[src/rtl/alu_pkg.sv]
// -----------------------------------------------------------------------------
// alu_pkg
// Shared types for the cpu/alu multicycle add/subtract datapath.
//   op_e        : operation select (ADD / SUB)
//   state_e     : sequencer states of multicycle_addsub (IDLE / RUN / DONE)
//   alu_flags_t : ALU flag bundle {c, v, z, n}
//   full_add    : the 1-bit full-adder cell, returns {carry_out, sum}
// -----------------------------------------------------------------------------
package alu_pkg;

    typedef enum logic {
        OP_ADD = 1'b0,
        OP_SUB = 1'b1
    } op_e;

    typedef enum logic [1:0] {
        ST_IDLE = 2'd0,
        ST_RUN  = 2'd1,
        ST_DONE = 2'd2
    } state_e;

    typedef struct packed {
        logic c;  // carry out of MSB (SUB: 1 = no borrow)
        logic v;  // signed overflow
        logic z;  // result is zero
        logic n;  // result MSB
    } alu_flags_t;

    function automatic logic [1:0] full_add(input logic a, input logic b, input logic ci);
        return {(a & b) | (a & ci) | (b & ci), a ^ b ^ ci};
    endfunction

endpackage

[src/rtl/multicycle_addsub_ripple_slice.sv]
// -----------------------------------------------------------------------------
// ripple_slice
// Combinational CHUNK-bit ripple-carry adder built from the 1-bit full_add cell.
// Ports:
//   a, b      in  CHUNK  slice operands
//   cin       in  1      carry into bit 0
//   sum       out CHUNK  slice sum
//   cout      out 1      carry out of bit CHUNK-1
//   c_msb_in  out 1      carry into bit CHUNK-1 (signed-overflow detection)
// -----------------------------------------------------------------------------
module ripple_slice
    import alu_pkg::*;
#(
    parameter int CHUNK = 4
) (
    input  logic [CHUNK-1:0] a,
    input  logic [CHUNK-1:0] b,
    input  logic             cin,
    output logic [CHUNK-1:0] sum,
    output logic             cout,
    output logic             c_msb_in
);

    logic [CHUNK:0] w_carry;

    assign w_carry[0] = cin;

    for (genvar i = 0; i < CHUNK; i++) begin : g_bit
        assign {w_carry[i+1], sum[i]} = full_add(a[i], b[i], w_carry[i]);
    end

    assign cout     = w_carry[CHUNK];
    assign c_msb_in = w_carry[CHUNK-1];

endmodule

[src/rtl/multicycle_addsub.sv]
// -----------------------------------------------------------------------------
// multicycle_addsub
// Sequential WIDTH-bit add/subtract that reuses one CHUNK-bit ripple slice,
// processing one slice per clock (LSB slice first).
// Handshakes: a transfer happens on a rising clk edge where valid and ready
// are both high; valid is never conditioned on ready.
// Ports:
//   clk, rst_n          clock (rising edge), asynchronous active-low reset
//   in_valid/in_ready   operation request handshake (ready only in IDLE)
//   a, b                WIDTH-bit operands
//   cin                 carry-in for ADD, borrow-in for SUB
//   op                  op_e: 0 = ADD, 1 = SUB
//   out_valid/out_ready result handshake (valid only in DONE)
//   sum                 WIDTH-bit result
//   flag_c/v/z/n        carry, signed overflow, zero, negative
// -----------------------------------------------------------------------------
module multicycle_addsub
    import alu_pkg::*;
#(
    parameter int WIDTH = 16,
    parameter int CHUNK = 4
) (
    input  logic             clk,
    input  logic             rst_n,
    input  logic             in_valid,
    output logic             in_ready,
    input  logic [WIDTH-1:0] a,
    input  logic [WIDTH-1:0] b,
    input  logic             cin,
    input  logic             op,
    output logic             out_valid,
    input  logic             out_ready,
    output logic [WIDTH-1:0] sum,
    output logic             flag_c,
    output logic             flag_v,
    output logic             flag_z,
    output logic             flag_n
);

    if ((CHUNK < 1) || (CHUNK > WIDTH) || ((WIDTH % CHUNK) != 0)) begin : g_param_err
        $error("multicycle_addsub: WIDTH must be a multiple of CHUNK with 1 <= CHUNK <= WIDTH");
    end

    localparam int NCHUNK = WIDTH / CHUNK;
    localparam int CW     = (NCHUNK > 1) ? $clog2(NCHUNK) : 1;
    localparam logic [CW-1:0] LAST_IDX = CW'(NCHUNK - 1);

    state_e           r_state;
    state_e           w_state_next;
    logic [CW-1:0]    r_idx;
    logic [WIDTH-1:0] r_a;
    logic [WIDTH-1:0] r_b;       // already inverted for SUB
    logic [WIDTH-1:0] r_acc;     // partial result being built slice by slice
    logic [WIDTH-1:0] r_sum;     // published result, only updated on the last slice
    logic             r_carry;
    logic             r_in_ready;
    alu_flags_t       r_flags;

    logic [31:0]      w_base;
    logic [CHUNK-1:0] w_a_slice;
    logic [CHUNK-1:0] w_b_slice;
    logic [CHUNK-1:0] w_slice_sum;
    logic             w_slice_cout;
    logic             w_slice_c_msb_in;
    logic [WIDTH-1:0] w_result;
    logic             w_last;
    logic             w_accept;

    assign w_base    = 32'(r_idx) * 32'(CHUNK);
    assign w_a_slice = r_a[w_base +: CHUNK];
    assign w_b_slice = r_b[w_base +: CHUNK];
    assign w_last    = (r_idx == LAST_IDX);
    assign w_accept  = (r_state == ST_IDLE) && r_in_ready && in_valid;

    ripple_slice #(.CHUNK(CHUNK)) u_slice (
        .a        (w_a_slice),
        .b        (w_b_slice),
        .cin      (r_carry),
        .sum      (w_slice_sum),
        .cout     (w_slice_cout),
        .c_msb_in (w_slice_c_msb_in)
    );

    // Accumulator with the current slice merged in; on the last slice this is
    // the complete result, so flags can be taken from it directly.
    always_comb begin
        w_result = r_acc;
        w_result[w_base +: CHUNK] = w_slice_sum;
    end

    always_comb begin
        w_state_next = r_state;
        case (r_state)
            ST_IDLE: if (w_accept)  w_state_next = ST_RUN;
            ST_RUN:  if (w_last)    w_state_next = ST_DONE;
            ST_DONE: if (out_ready) w_state_next = ST_IDLE;
            default:                w_state_next = ST_IDLE;
        endcase
    end

    always_ff @(posedge clk or negedge rst_n) begin
        if (!rst_n) begin
            r_state    <= ST_IDLE;
            r_idx      <= '0;
            r_a        <= '0;
            r_b        <= '0;
            r_acc      <= '0;
            r_sum      <= '0;
            r_carry    <= 1'b0;
            r_flags    <= '0;
            r_in_ready <= 1'b0;
        end else begin
            r_state <= w_state_next;
            // Registered so in_ready stays low while reset is held and rises
            // on the first edge after release.
            r_in_ready <= (w_state_next == ST_IDLE);
            case (r_state)
                ST_IDLE: begin
                    if (w_accept) begin
                        r_a     <= a;
                        r_b     <= (op == OP_SUB) ? ~b : b;
                        r_carry <= (op == OP_SUB) ? ~cin : cin;
                        r_idx   <= '0;
                        r_acc   <= '0;
                    end
                end
                ST_RUN: begin
                    r_acc   <= w_result;
                    r_carry <= w_slice_cout;
                    r_idx   <= w_last ? '0 : r_idx + 1'b1;
                    if (w_last) begin
                        r_sum     <= w_result;
                        r_flags.c <= w_slice_cout;
                        r_flags.v <= w_slice_cout ^ w_slice_c_msb_in;
                        r_flags.z <= (w_result == '0);
                        r_flags.n <= w_result[WIDTH-1];
                    end
                end
                default: ;
            endcase
        end
    end

    assign in_ready  = r_in_ready;
    assign out_valid = (r_state == ST_DONE);
    assign sum       = r_sum;
    assign flag_c    = r_flags.c;
    assign flag_v    = r_flags.v;
    assign flag_z    = r_flags.z;
    assign flag_n    = r_flags.n;

endmodule

[config.mk]
export PLATFORM = sky130hd
export DESIGN_NAME = multicycle_addsub
export DESIGN_NICKNAME = d
export VERILOG_FILES = /design/src/rtl/alu_pkg.sv /design/src/rtl/multicycle_addsub_ripple_slice.sv /design/src/rtl/multicycle_addsub.sv
export SDC_FILE = /design/constraint.sdc
export NUM_CORES = 1
export LEC_CHECK = 0
export BUFFER_PORTS_ARGS = -buffer_cell sky130_fd_sc_hd__buf_2
export CAP_MARGIN = 25
export CORE_MARGIN = 2
export CORE_UTILIZATION = 60
export DETAILED_ROUTE_END_ITERATION = 7
export PLACE_DENSITY = 0.84
export SLEW_MARGIN = 20
export SYNTH_ARGS = -nofsm -noshare
export SYNTH_HDL_FRONTEND = slang
export SYNTH_HIERARCHICAL = 1
export SYNTH_SLANG_ARGS = --single-unit
[constraint.sdc]
create_clock -name clk -period 9.9 [get_ports clk]
set_clock_uncertainty 0.1 [all_clocks]
set_input_delay 0.99 -clock clk [delete_from_list [all_inputs] [get_ports clk]]
set_output_delay 0.99 -clock clk [all_outputs]
set_load 0.02 [all_outputs]
# Word level (Yosys, flattened, before mapping)
# Index checks and enable logic that the tools add are counted.
[word_totals] register_bits=74 output_inout_bits=22 elab_cells=76 input_bits=38
[op_classes] n_bitwise=31 n_mux=14 add_sub_neg=2 n_eq_ne=4 n_reduce_logical=9 shifts=4
[op_table] op="$neg A4 Y34" count=1
[op_table] op="$shift A4 B34 Y16 const A" count=1
[op_table] op="$shiftx A4 B34 Y16" count=1
[op_table] op="$mux W16" count=2
[op_table] op="$pmux W16 S2" count=1
[op_table] op="$shiftx A16 B5 Y4" count=2
[op_table] op="$bwmux W16" count=1
[op_table] op="$logic_not A16 Y1" count=1
[op_table] op="$not A16 Y16" count=1
[op_table] op="$and A1 B1 Y1" count=12
[op_table] op="$mux W2" count=5
[op_table] op="$xor A1 B1 Y1" count=9
[op_table] op="$or A1 B1 Y1" count=8
[op_table] op="$pmux W2 S3" count=1
[op_table] op="$reduce_and A2 Y1" count=3
[op_table] op="$eq A2 B2 Y1 const B" count=2
[op_table] op="$logic_not A2 Y1" count=2
[op_table] op="$pmux W2 S2" count=1
[op_table] op="$add A2 B1 Y2 const B" count=1
[op_table] op="$eq A2 B1 Y1 const B" count=1
[op_table] op="$logic_and A1 B1 Y1" count=2
[op_table] op="$mux W1" count=2
[op_table] op="$ne A2 B2 Y1 const B" count=1
[op_table] op="$pmux W1 S2" count=1
[op_table] op="2 further kinds" count=2

# Logic depth before layout (Yosys ltp)
# Gate-level depths: netlist (run 1).
[depth] ltp_word=14 depth_mapped=14 ltp_nobuf=12

# Cells and area by module
# The synthesis (run 1) kept the hierarchy.
[modules_own_cells] module="multicycle_addsub" cells_per_inst=302 area_per_inst_um2=3445.8 n_inst=1 seq_area_each_um2=1826.8
[modules_own_cells] module="ripple_slice" cells_per_inst=14 area_per_inst_um2=117.6 n_inst=1 seq_area_each_um2=0.0

# Worst setup path before layout (run 1)
# OpenSTA, ideal clock, no wires.
[synth_path] path_kind="register to register" from="register r_idx[0]" to="register r_flags (netlist bit flag_z)" path_stages_with_launch=15 period_less_slack_ps=3507 t_required_ps=9675 arrival_ps=3281 setup_ps=125 n_path_buf=2 setup_slack_ps=6393 path_cell_list="dfrtp_1 buf_2 mux4_2 inv_1 fa_1 inv_1 fa_1 fa_1 inv_1 fa_1 inv_1 clkbuf_2 o221ai_1 nand4_1 o41ai_2"
[synth_via] elab_chain_cells=14 elab_cells_between_ends=32 classes_between="add/sub (1); eq/ne (1); shift (4); mux (1); bitwise (23); reduce/logical (2)"
[synth_lines] item="start, declared" line_no="multicycle_addsub.sv:50" rtl="logic [CW-1:0] r_idx;"
[synth_lines] item="start signal, assigned" line_no="multicycle_addsub.sv:130" rtl="r_idx <= w_last ? '0 : r_idx + 1'b1;"
[synth_lines] item="$shiftx A16 B5 Y4 (*)" line_no="multicycle_addsub.sv:70" rtl="assign w_a_slice = r_a[w_base +: CHUNK];"
[synth_lines] item="via w_a_slice[0]" line_no="multicycle_addsub.sv:60" rtl="logic [CHUNK-1:0] w_a_slice;"
[synth_lines] item="$and A1 B1 Y1" line_no="alu_pkg.sv:30" rtl="return {(a & b) | (a & ci) | (b & ci), a ^ b ^ ci};"
[synth_lines] item="$or A1 B1 Y1 (*) (2 in a row)" line_no="alu_pkg.sv:30"
[synth_lines] item="$and A1 B1 Y1" line_no="alu_pkg.sv:30"
[synth_lines] item="$or A1 B1 Y1" line_no="alu_pkg.sv:30"
[synth_lines] item="$or A1 B1 Y1 (*)" line_no="alu_pkg.sv:30"
[synth_lines] item="$and A1 B1 Y1" line_no="alu_pkg.sv:30"
[synth_lines] item="$or A1 B1 Y1" line_no="alu_pkg.sv:30"
[synth_lines] item="$or A1 B1 Y1 (*)" line_no="alu_pkg.sv:30"
[synth_lines] item="via w_slice_c_msb_in" line_no="multicycle_addsub.sv:64" rtl="logic w_slice_c_msb_in;"
[synth_lines] item="$xor A1 B1 Y1 (*)" line_no="alu_pkg.sv:30"
[synth_lines] item="via w_slice_sum[3]" line_no="multicycle_addsub.sv:62" rtl="logic [CHUNK-1:0] w_slice_sum;"
[synth_lines] item="$shiftx A4 B34 Y16 (*)" line_no="multicycle_addsub.sv:88" rtl="w_result[w_base +: CHUNK] = w_slice_sum;"
[synth_lines] item="$bwmux W16 (*)" line_no="multicycle_addsub.sv:88"
[synth_lines] item="$logic_not A16 Y1 (*)" line_no="multicycle_addsub.sv:135" rtl="r_flags.z <= (w_result == '0);"
[synth_lines] item="end, declared" line_no="multicycle_addsub.sv:57" rtl="alu_flags_t r_flags;"
# Mark *: on every way through the listed nets, which the timed path passes. The rest lies on a longest branch.
# A chain may end at the register's enable or synchronous reset.

# Worst setup path after layout (run 1)
# Ends and elaborated chain as after synthesis.

==> results of run 1 <==
-- cells in the mapped netlist, types with 3 or more instances --
library cell	instances	area, sq um
clkbuf_1	6	22.5
a32oi_1	8	70.1
o22ai_1	4	25.0
ha_1	6	75.1
dfrtp_1	73	1830
xnor2_1	17	149
a21oi_1	23	115
nor2b_1	11	68.8
fa_1	4	80.1
a22o_1	12	105
a31oi_1	4	25.0
buf_4	3	22.5
buf_2	10	50.1
inv_1	15	56.3
mux2_2	17	191
mux4_2	8	180
o21ai_0	18	90.1
nand2_1	28	105
o21bai_1	3	22.5
nor2_1	19	71.3
-- area by class of cell --
class | count | area share
multi-input combinational | 206 | 0.384
sequential | 73 | 0.442
inverter | 15 | 0.0136
timing repair buffer | 62 | 0.0787
clock inverter | 5 | 0.0248
tap | 75 | 0.0227
clock buffer | 11 | 0.0342
-- worst max-delay path: stages (launching register included) --
cell and delay [ps]:
dfrtp_1 850, mux4_2 600, inv_1 90, fa_1 170, inv_1 50, fa_1 370
fa_1 420, inv_1 100, fa_1 420, inv_1 240, o221ai_1 160, nand4_1 140
o41ai_2 90
-- cells by family (layout without fill, tap and decap cells) --
kind of cell	Yosys count	in the layout
compound gates	80	80
flops	73	73
simple gates	73	73
buf+inv	37	93
mux	25	25
xor+xnor	18	18
fa+ha+maj	10	10
-- sequential cells by signal, summed over array words and instances (netlist names) --
signal and flops:
sum 16, flag_v 1, flag_c 1, r_carry 1
r_acc 16, r_state 2, r_b 16, r_a 16
flag_z 1, in_ready 1, r_idx 2
-- power by group --
part / internal [uW] / switching (uW) / total, uW
Combinational: 296 / 476 / 772
Clock: 174 / 111 / 285
Sequential: 420 / 90.4 / 510
-- final timing paths --
check,start,end
worst min register to register,sum[8],sum[8]
worst min-delay path,sum[8],sum[8]
worst max-delay path,r_idx[0],flag_z
worst max register to register,r_idx[0],flag_z
min in group asynchronous,rst_n,r_acc[8]
max in group asynchronous,rst_n,sum[1]
-- metrics by stage --
| step | cell area [sq um] | hold slack [ps] | util | power [uW] | worst slack (ps) |
|---|---|---|---|---|---|
| floorplan | 3560 | 346 | - | 1080 | 6390 |
| global placement | 3870 | 357 | 0.666 | 1230 | 6140 |
| detailed placement | 3870 | 365 | 0.666 | 1270 | 6000 |
| CTS | 4120 | 382 | 0.708 | 1560 | 5970 |
| global route | 4130 | 410 | 0.711 | 1670 | 5760 |
| finish | 4130 | 376 | 0.711 | 1570 | 5970 |
-- per-layer routing --
layer	vias to the layer above	wire length, um	global-route usage
met1	1247	3180	0.329
met2	88	3620	0.418
met4	0	276	0.142
met5	-	0	0
li1	1210	-	-
met3	25	323	0.0422
==> out/metrics.yaml, run 1 <==
run_status:
  status: "complete, no violations"
yosys:
  synth_nets: 364
  synth_cell_types: 39
  ys_seq_area_frac: 0.513
  syn_avg_cell_area_sq_um: 11.3
  synth_top_family_by_area: "compound AO/OA/AOI/OAI gates"
  syn_inst: 316
  synth-edff-count: 0
  muxShareOfSynthArea: 0.104
  yosys_most_used_dff: "dfrtp_1"
  yosysWarnings: 6
  synth_fa_ha_area_frac: 0.0435
  synth-xor-area-share: 0.0442
  ys_seq_elements: 73
  netlist_area_sq_um: 3560
  synthSimpleGateAreaFrac: 0.101
  synth_compound_area_frac: 0.147
  async_flop_share: 1.00
final_layout:
  fillers: 458
  layout_commonest_cell: "dfrtp_1"
  final_cell_mix: "dfrtp_1, buf_2, nand2_1"
  multi_input_area_sq_um: 1590
  fin_nets: 415
  regArea_sq_um: 1830
  syn2layout_area_growth_pct: 16.0
  final_cells: 447
  drive_gt1_frac: 0.288
  diodes: 0
hold_path:
  whs_path_depth: 2
  hp-class: "flip-flop to flip-flop"
clocking:
  clock_sinks: 73
  cts_hold_buffers: 0
  cts_buffers: 9
  cts_resized: 0
  clkTransAtPathRegs_ps: 80
  clock_tree.root_cell: "clkbuf_8"
  cts_setup_buffers: 0
  htreeDepth: 3
  insertion_delay_ps: 350
  cts_tree: "done"
  clockBufferDepth: 2
setup_path:
  r2r_slack_ps: 5970
  crit_arrival_ps: 4070
  crit_type: "flip-flop to flip-flop"
  required_ps: 10030
  start_kind: "flip-flop"
  worst_r2r_path_depth: 12
  end_kind: "flip-flop"
  cp_max_fo: 18
placement:
  place_congestion: 0.964
  hpwl_mm: 5.14
  port_buffers: 59
  numPlacedInstances: 430
sta:
  worst_pin_slew_ps: 890
  setup_tns_ps: 0
  min_period_over_period: 0.397
  hold_viol_final: 0
  rsz0062_at_grt: "no"
  report.final.slew_viol_count: 0
  fmax_ghz: 0.254
  final.min_clock_period_ps: 3930
  setup_viol: 0
  max_slew_margin: 0.407
floorplan:
  io_pins: 60
  start_util: 0.613
  die_x_um: 81.1
  fp.dieH_um: 81.1
  die-area_sq_um: 6570
  rows: 28
  core_sq_um: 5820
drt:
  vias_per_cell: 5.75
  dr.pass1.iters: 5
  detail-route-antenna-nets: 0
  drtIter0Drc: 273
  vias: 2570
  drcViolationCount: 0
  wirelength_mm: 7.40
  wl_per_cell_um: 16.6
grt:
  antenna_found_initial: 0
  grt_overflow_total: 0
  grt_first_pass_wirelength_mm: 12.4
  track_usage: 0.256
  grt_start_max_net_pins: 74
  grt_pass1_vias: 2641
pwr:
  leakagePower_uw: 0.00190
  max-vdd-ir-drop_mv: 0.220
  cellPowerDensity_nw_per_um2: 379
run:
  cap_violations: 0
No activity file was read; power rests on OpenSTA's default activity.
==> inputs of run 2 (changes only) <==
Settings changed: CORE_UTILIZATION 60 to 56, PLACE_DENSITY 0.84 to 0.79.
Clock period 9.9 ns to 3.95 ns, I/O delays scaled along.
==> run 2 against run 1 <==
Compared with the run above:
- non-clock buffer count increased by 3
- routed wire length is 1.3% higher
- clock power is 110% higher
- highest routed layer unchanged
- largest cell class unchanged
==> out/metrics.yaml, run 2 (synthesis gave the netlist of run 1 again) <==
run_status:
  status: "complete, no violations"  # unchanged
setup_path:
  required_ps: 4090  # was 10,030 ps
  cp_max_fo: 12  # was 18
  crit_arrival_ps: 3780  # was 4070 ps
  start_kind: "flip-flop"  # unchanged
  end_kind: "flip-flop"  # unchanged
  crit_type: "flip-flop to flip-flop"  # unchanged
drt:
  drcViolationCount: 0  # unchanged
  wl_per_cell_um: 16.6  # about the same
  detail-route-antenna-nets: 0  # unchanged
  drtIter0Drc: 165  # was 273
  vias: 2575  # was 2,570
  wirelength_mm: 7.50  # was 7.40 mm
  vias_per_cell: 5.70  # was 5.75
  dr.pass1.iters: 4  # was 5
placement:
  numPlacedInstances: 434  # was 430
  port_buffers: 59  # unchanged
  hpwl_mm: 5.23  # was 5.14 mm
  place_congestion: 0.893  # was 0.964
floorplan:
  start_util: 0.571  # was 0.613
  rows: 29  # was 28
  die_x_um: 83.8  # was 81.1 um
  core_sq_um: 6240  # was 5820 sq um
  io_pins: 60  # unchanged
  die-area_sq_um: 7020  # was 6570 sq um
  fp.dieH_um: 83.8  # was 81.1 um
pwr:
  leakagePower_uw: 0.00190  # about the same
  cellPowerDensity_nw_per_um2: 932  # was 379 nW/um^2
  max-vdd-ir-drop_mv: 0.526  # was 0.220 mV
clocking:
  htreeDepth: 3  # unchanged
  clkTransAtPathRegs_ps: 80  # about the same
  clockBufferDepth: 2  # unchanged
  cts_hold_buffers: 1  # was 0
  clock_tree.root_cell: "clkbuf_8"  # unchanged
  cts_setup_buffers: 0  # unchanged
  cts_tree: "done"  # unchanged
  clock_sinks: 73  # unchanged
  cts_resized: 0  # unchanged
  insertion_delay_ps: 360  # was 350 ps
  cts_buffers: 9  # unchanged
grt:
  use_met2: 0.383  # was 0.418
  grt_pass1_vias: 2693  # was 2,641
  grt_overflow_total: 0  # unchanged
  grt-busiest-layer: "met2"  # unchanged
  grt_first_pass_wirelength_mm: 12.8  # was 12.4 mm
  met1_usage: 0.305  # was 0.329
  track_usage: 0.236  # was 0.256
  grt_start_max_net_pins: 60  # was 74
  use_met3: 0.0534  # was 0.0422
  antenna_found_initial: 0  # unchanged
run:
  cap_violations: 0  # unchanged
final_layout:
  drive_gt1_frac: 0.291  # was 0.288
  final_cells: 452  # was 447
  fin_nets: 418  # was 415
  fillers: 498  # was 458
  diodes: 0  # unchanged
  syn2layout_area_growth_pct: 15.7  # was 16.0%
  layout_commonest_cell: "dfrtp_1"  # unchanged
  final_cell_mix: "dfrtp_1, buf_2, nand2_1"  # unchanged
sta:
  report.final.slew_viol_count: 0  # unchanged
  fmax_ghz: 0.274  # was 0.254 GHz
  setup_viol: 0  # unchanged
  final.min_clock_period_ps: 3650  # was 3930 ps
  worst_pin_slew_ps: 599  # was 890 ps
  rsz0062_at_grt: "no"  # unchanged
  min_period_over_period: 0.923  # was 0.397
  max_slew_margin: 0.600  # was 0.407
  hold_viol_final: 0  # unchanged
  setup_tns_ps: 0  # unchanged
hold_path:
  hp-class: "input pin to flip-flop"  # was flip-flop to flip-flop
-- run 2: cell types whose count changed in the layout (fill, tap and decap cells not counted), sizes merged --
cell / change
buf: +2
bufinv: -2
clkbuf: +1
clkinv: +1
dlygate4sd3: +1
-- run 2: cell type report --
class / count / area, sq um / share of cell area
clock buffers: 12 / 155 / 0.0376
well taps: 77 / 96.3 / 0.0234
repair buffers: 65 / 350 / 0.0850
clock inverters: 4 / 51.3 / 0.0124
inverters: 15 / 56.3 / 0.0137
multi-input cells: 206 / 1590 / 0.385
flip-flops and latches: 73 / 1830 / 0.443
-- run 2: metrics by stage --
| step | utilization | total power, uW | hold WS, ps | setup slack (ps) | instance area (sq um) |
|---|---|---|---|---|---|
| 2_1_floorplan | - | 2700 | -0.591 | 443 | 3560 |
| 3_3_place_gp | 0.623 | 3130 | 321 | 486 | 3890 |
| 3_5_place_dp | 0.623 | 3210 | 323 | 351 | 3890 |
| 4_1_cts | 0.658 | 3840 | 137 | 320 | 4110 |
| 5_1_grt | 0.661 | 4090 | 147 | 137 | 4120 |
| 6_report | 0.661 | 3840 | 154 | 304 | 4120 |
-- run 2: power by group --
group / internal (uW) / total (uW) / leakage, uW / switching (uW)
sequential: 1050 / 1260 / 0.000919 / 211
combinational: 752 / 1970 / 0.000875 / 1220
clock: 326 / 611 / 0.000103 / 284
-- run 2: worst paths after layout --
kind / slack, ps / start / to / cells past startpoint
min in group asynchronous: 470 / rst_n / sum[10] / 2
worst min register to register: 380 / sum[13] / sum[13] / 2
worst max register to register: 300 / r_idx[0] / flag_z / 10
max in group asynchronous: 2280 / rst_n / r_acc[9] / 3
worst min-delay path: 150 / out_ready / r_state[1] / 2
worst max-delay path: 300 / r_idx[0] / flag_z / 10
-- run 2: worst max-delay path, stage by stage, from the launching register on --
cell	delay [ps]
dfrtp_1	610
buf_4	280
mux4_2	530
fa_1	450
fa_1	420
inv_1	90
fa_1	410
inv_1	240
a32oi_1	170
nand4_1	150
o41ai_2	70
-- run 2: layer usage --
layer	vias to the layer above	routed length, um
met5	-	0
met4	0	181
met3	16	344
met2	75	3740
met1	1263	3230
li1	1221	-
==> inputs of run 3 (changes only) <==
Settings changed: HOLD_SLACK_MARGIN set to 0.05, PLACE_DENSITY 0.79 to 0.8, REMOVE_ABC_BUFFERS set to 1, SYNTH_HIERARCHICAL 1 to unset.
==> run 3 against run 2 <==
Compared with the run above:
- synthesized cell count rose by 3.5%
- sequential cell count unchanged
- die area fell by 1.1%
- largest cell class unchanged
- clock power up 9.2%
- count of clock-buffer cells in the layout grew 1
- global-route usage down 1.2 points
- non-clock buffer count is 2 higher
- highest routed layer unchanged
==> out/metrics.yaml, run 3 <==
drt:
  vias_per_cell: 5.61  # was 5.70
  dr.pass1.iters: 4  # unchanged
  detail-route-antenna-nets: 0  # unchanged
  drtIter0Drc: 226  # was 165
  drcViolationCount: 0  # unchanged
  wirelength_mm: 7.17  # was 7.50 mm
  vias: 2605  # was 2,575
  wl_per_cell_um: 15.5  # was 16.6 um
yosys:
  synth-edff-count: 0  # unchanged
  synth.top_cells.by_count: "dfrtp_1, o21ai_0, nand2_1"  # was dfrtp_1, nand2_1, a21oi_1
  ys_seq_area_frac: 0.518  # was 0.513
  ys_seq_elements: 73  # unchanged
  yosysWarnings: 0  # was 6
  yosysMostFrequentCell: "dfrtp_1"  # unchanged
  synth_top_area_cell: "dfrtp_1"  # unchanged
  syn_inst: 327  # was 316
  async_flop_share: 1.00  # unchanged
  synth_top_area_frac: 0.518  # was 0.513
  yosys_most_used_dff: "dfrtp_1"  # unchanged
  synth_cell_types: 34  # was 39
  syn_avg_cell_area_sq_um: 10.8  # was 11.3 sq um
  netlist_area_sq_um: 3520  # was 3560 sq um
  synth.area.top_cells: "dfrtp_1, o21ai_0, mux2_2, mux4_2, nand2_1"  # was dfrtp_1, mux2_2, mux4_2, xnor2_1, a21oi_1
floorplan:
  fp.dieH_um: 83.3  # was 83.8 um
  core_sq_um: 5990  # was 6240 sq um
  io_pins: 60  # unchanged
  rows: 28  # was 29
  start_util: 0.588  # was 0.571
  die_x_um: 83.3  # was 83.8 um
  die-area_sq_um: 6940  # was 7020 sq um
setup_path:
  crit_arrival_ps: 3850  # was 3780 ps
  r2r_start: "r_idx[0]"  # unchanged
  crit_type: "flip-flop to flip-flop"  # unchanged
  end_kind: "flip-flop"  # unchanged
  worst_r2r_path_depth: 11  # was 10
  required_ps: 4130  # was 4090 ps
  r2r_slack_ps: 280  # was 300 ps
  start_kind: "flip-flop"  # unchanged
  cp_max_fo: 10  # was 12
  reg2reg_to: "flag_z"  # unchanged
clocking:
  cts_tree: "done"  # unchanged
  clock_sinks: 73  # unchanged
  insertion_delay_ps: 340  # was 360 ps
  htreeDepth: 3  # unchanged
  clkTransAtPathRegs_ps: 70  # was 80 ps
  clockBufferDepth: 2  # unchanged
  cts_buffers: 9  # unchanged
  clock_tree.root_cell: "clkbuf_8"  # unchanged
  cts_setup_buffers: 0  # unchanged
  cts_resized: 0  # unchanged
pwr:
  power.share.clock: 0.175  # was 0.159
  p_int_uw: 2280  # was 2130 uW
  switching_share: 0.401  # was 0.445
  seq_power_share: 0.343  # was 0.329
  cellPowerDensity_nw_per_um2: 916  # was 932 nW/um^2
  netSwitchingPower_uw: 1530  # was 1710 uW
  max-vdd-ir-drop_mv: 0.429  # was 0.526 mV
  leakagePower_uw: 0.00196  # was 0.00190 uW
  combinationalPowerShare: 0.482  # was 0.512
grt:
  grt_overflow_total: 0  # unchanged
  track_usage: 0.224  # was 0.236
  grt_first_pass_wirelength_mm: 12.5  # was 12.8 mm
  antenna_found_initial: 0  # unchanged
  use_met2: 0.371  # was 0.383
  use_met3: 0.0358  # was 0.0534
  grt-busiest-layer: "met2"  # unchanged
  grt_start_max_net_pins: 48  # was 60
  met1_usage: 0.292  # was 0.305
  grt_pass1_vias: 2601  # was 2,693
sta:
  max_slew_margin: 0.605  # was 0.600
  setup_tns_ps: 0  # unchanged
  min_period_over_period: 0.929  # was 0.923
  rsz0062_at_grt: "no"  # unchanged
  setup_viol: 0  # unchanged
  report.final.slew_viol_count: 0  # unchanged
  fmax_ghz: 0.273  # was 0.274 GHz
  hold_viol_final: 0  # unchanged
  final.min_clock_period_ps: 3670  # was 3650 ps
  worst_pin_slew_ps: 592  # was 599 ps
hold_path:
  hp-class: "input pin to flip-flop"  # unchanged
  min_to: "r_state[1]"  # unchanged
  whs_path_depth: 2  # unchanged
  min_from: "out_ready"  # unchanged
final_layout:
  final_cell_mix: "dfrtp_1, buf_2, o21ai_0"  # was dfrtp_1, buf_2, nand2_1
  syn2layout_area_growth_pct: 18.0  # was 15.7%
  layout_commonest_cell: "dfrtp_1"  # unchanged
  fillers: 457  # was 498
  postLayoutCellArea_sq_um: 4160  # was 4120 sq um
  diodes: 0  # unchanged
  regArea_sq_um: 1830  # unchanged
  drive_gt1_frac: 0.278  # was 0.291
  fin_nets: 433  # was 418
  multi_input_area_sq_um: 1570  # was 1590 sq um
placement:
  port_buffers: 59  # unchanged
  dpl_cell_area_sq_um: 3890  # about the same
  hpwl_mm: 5.19  # was 5.23 mm
  place_congestion: 0.887  # was 0.893
run:
  cap_violations: 0  # unchanged
run_status:
  status: "complete, no violations"  # unchanged
run 3: worst max path at each step:
| stage | start | to | slack, ps | cells past startpoint |
|---|---|---|---|---|
| 6_report | r_idx[0] | flag_z | 280 | 11 |
| 5_1_grt | r_idx[0] | flag_z | 90 | 11 |
| 4_1_cts | r_idx[0] | flag_z | 270 | 11 |
| 3_5_place_dp | r_idx[0] | flag_z | 320 | 11 |
| 3_3_place_gp | r_idx[0] | flag_z | 440 | 11 |
| 2_1_floorplan | r_idx[0] | flag_z | 420 | 11 |
run 3: worst max-delay path, stage by stage (launching register included):
cell and delay (ps):
dfrtp_1 520, buf_4 230, mux4_2 320, inv_1 60, fa_1 450, fa_1 430, fa_1 530, nor2_1 80
a31oi_1 280, nand4_1 130, or3_1 370, o21ai_2 110
run 3: cells by family after synthesis:
group                      synth area share
adders and majority gates            0.0440
muxes                                 0.102
xor gates and xnor gates             0.0447
DFF                                   0.518
AOI/OAI and AO/OA                     0.118
buffers and inverters                0.0387
and+or+nand+nor                       0.134
run 3: through the flow:
| step | utilization | hold slack [ps] | power (uW) | worst slack [ps] | cells |
|---|---|---|---|---|---|
| global route | 0.694 | 163 | 4100 | 92.3 | 464 |
| finish | 0.694 | 170 | 3810 | 281 | 464 |
| CTS | 0.689 | 160 | 3780 | 272 | 463 |
| floorplan | - | -0.591 | 2550 | 415 | 307 |
| detailed placement | 0.649 | 335 | 3110 | 323 | 447 |
| global placement | 0.644 | 336 | 3020 | 437 | 446 |
run 3: power by group through the flow:
stage          clock network, uW  logic (uW)  registers [uW]
3_3_place_gp                   0        1730            1300
3_5_place_dp                   0        1800            1310
5_1_grt                      711        2040            1340
6_report                     667        1830            1300
2_1_floorplan                  0        1200            1360
4_1_cts                      673        1810            1300
run 3: metal layers:
metal	share of wire	wire [um]
met3	0.038	271
met2	0.51	3680
met4	0.020	145
met1	0.43	3080
met5	0	0
run 3: what timing repair did:
action                                  4_1_cts  5_1_grt
endpoints found under the hold margin        26        0
hold buffers                                  1        0
endpoints found under the setup margin        0        0
run 3: final cells by class:
cell class              count  share of cell area
well taps                  75              0.0226
clock buffers              13              0.0406
clock inverters             2              0.0144
flip-flops and latches     73               0.439
repair buffers             67              0.0957
multi-input cells         223               0.377
inverters                  11             0.00993
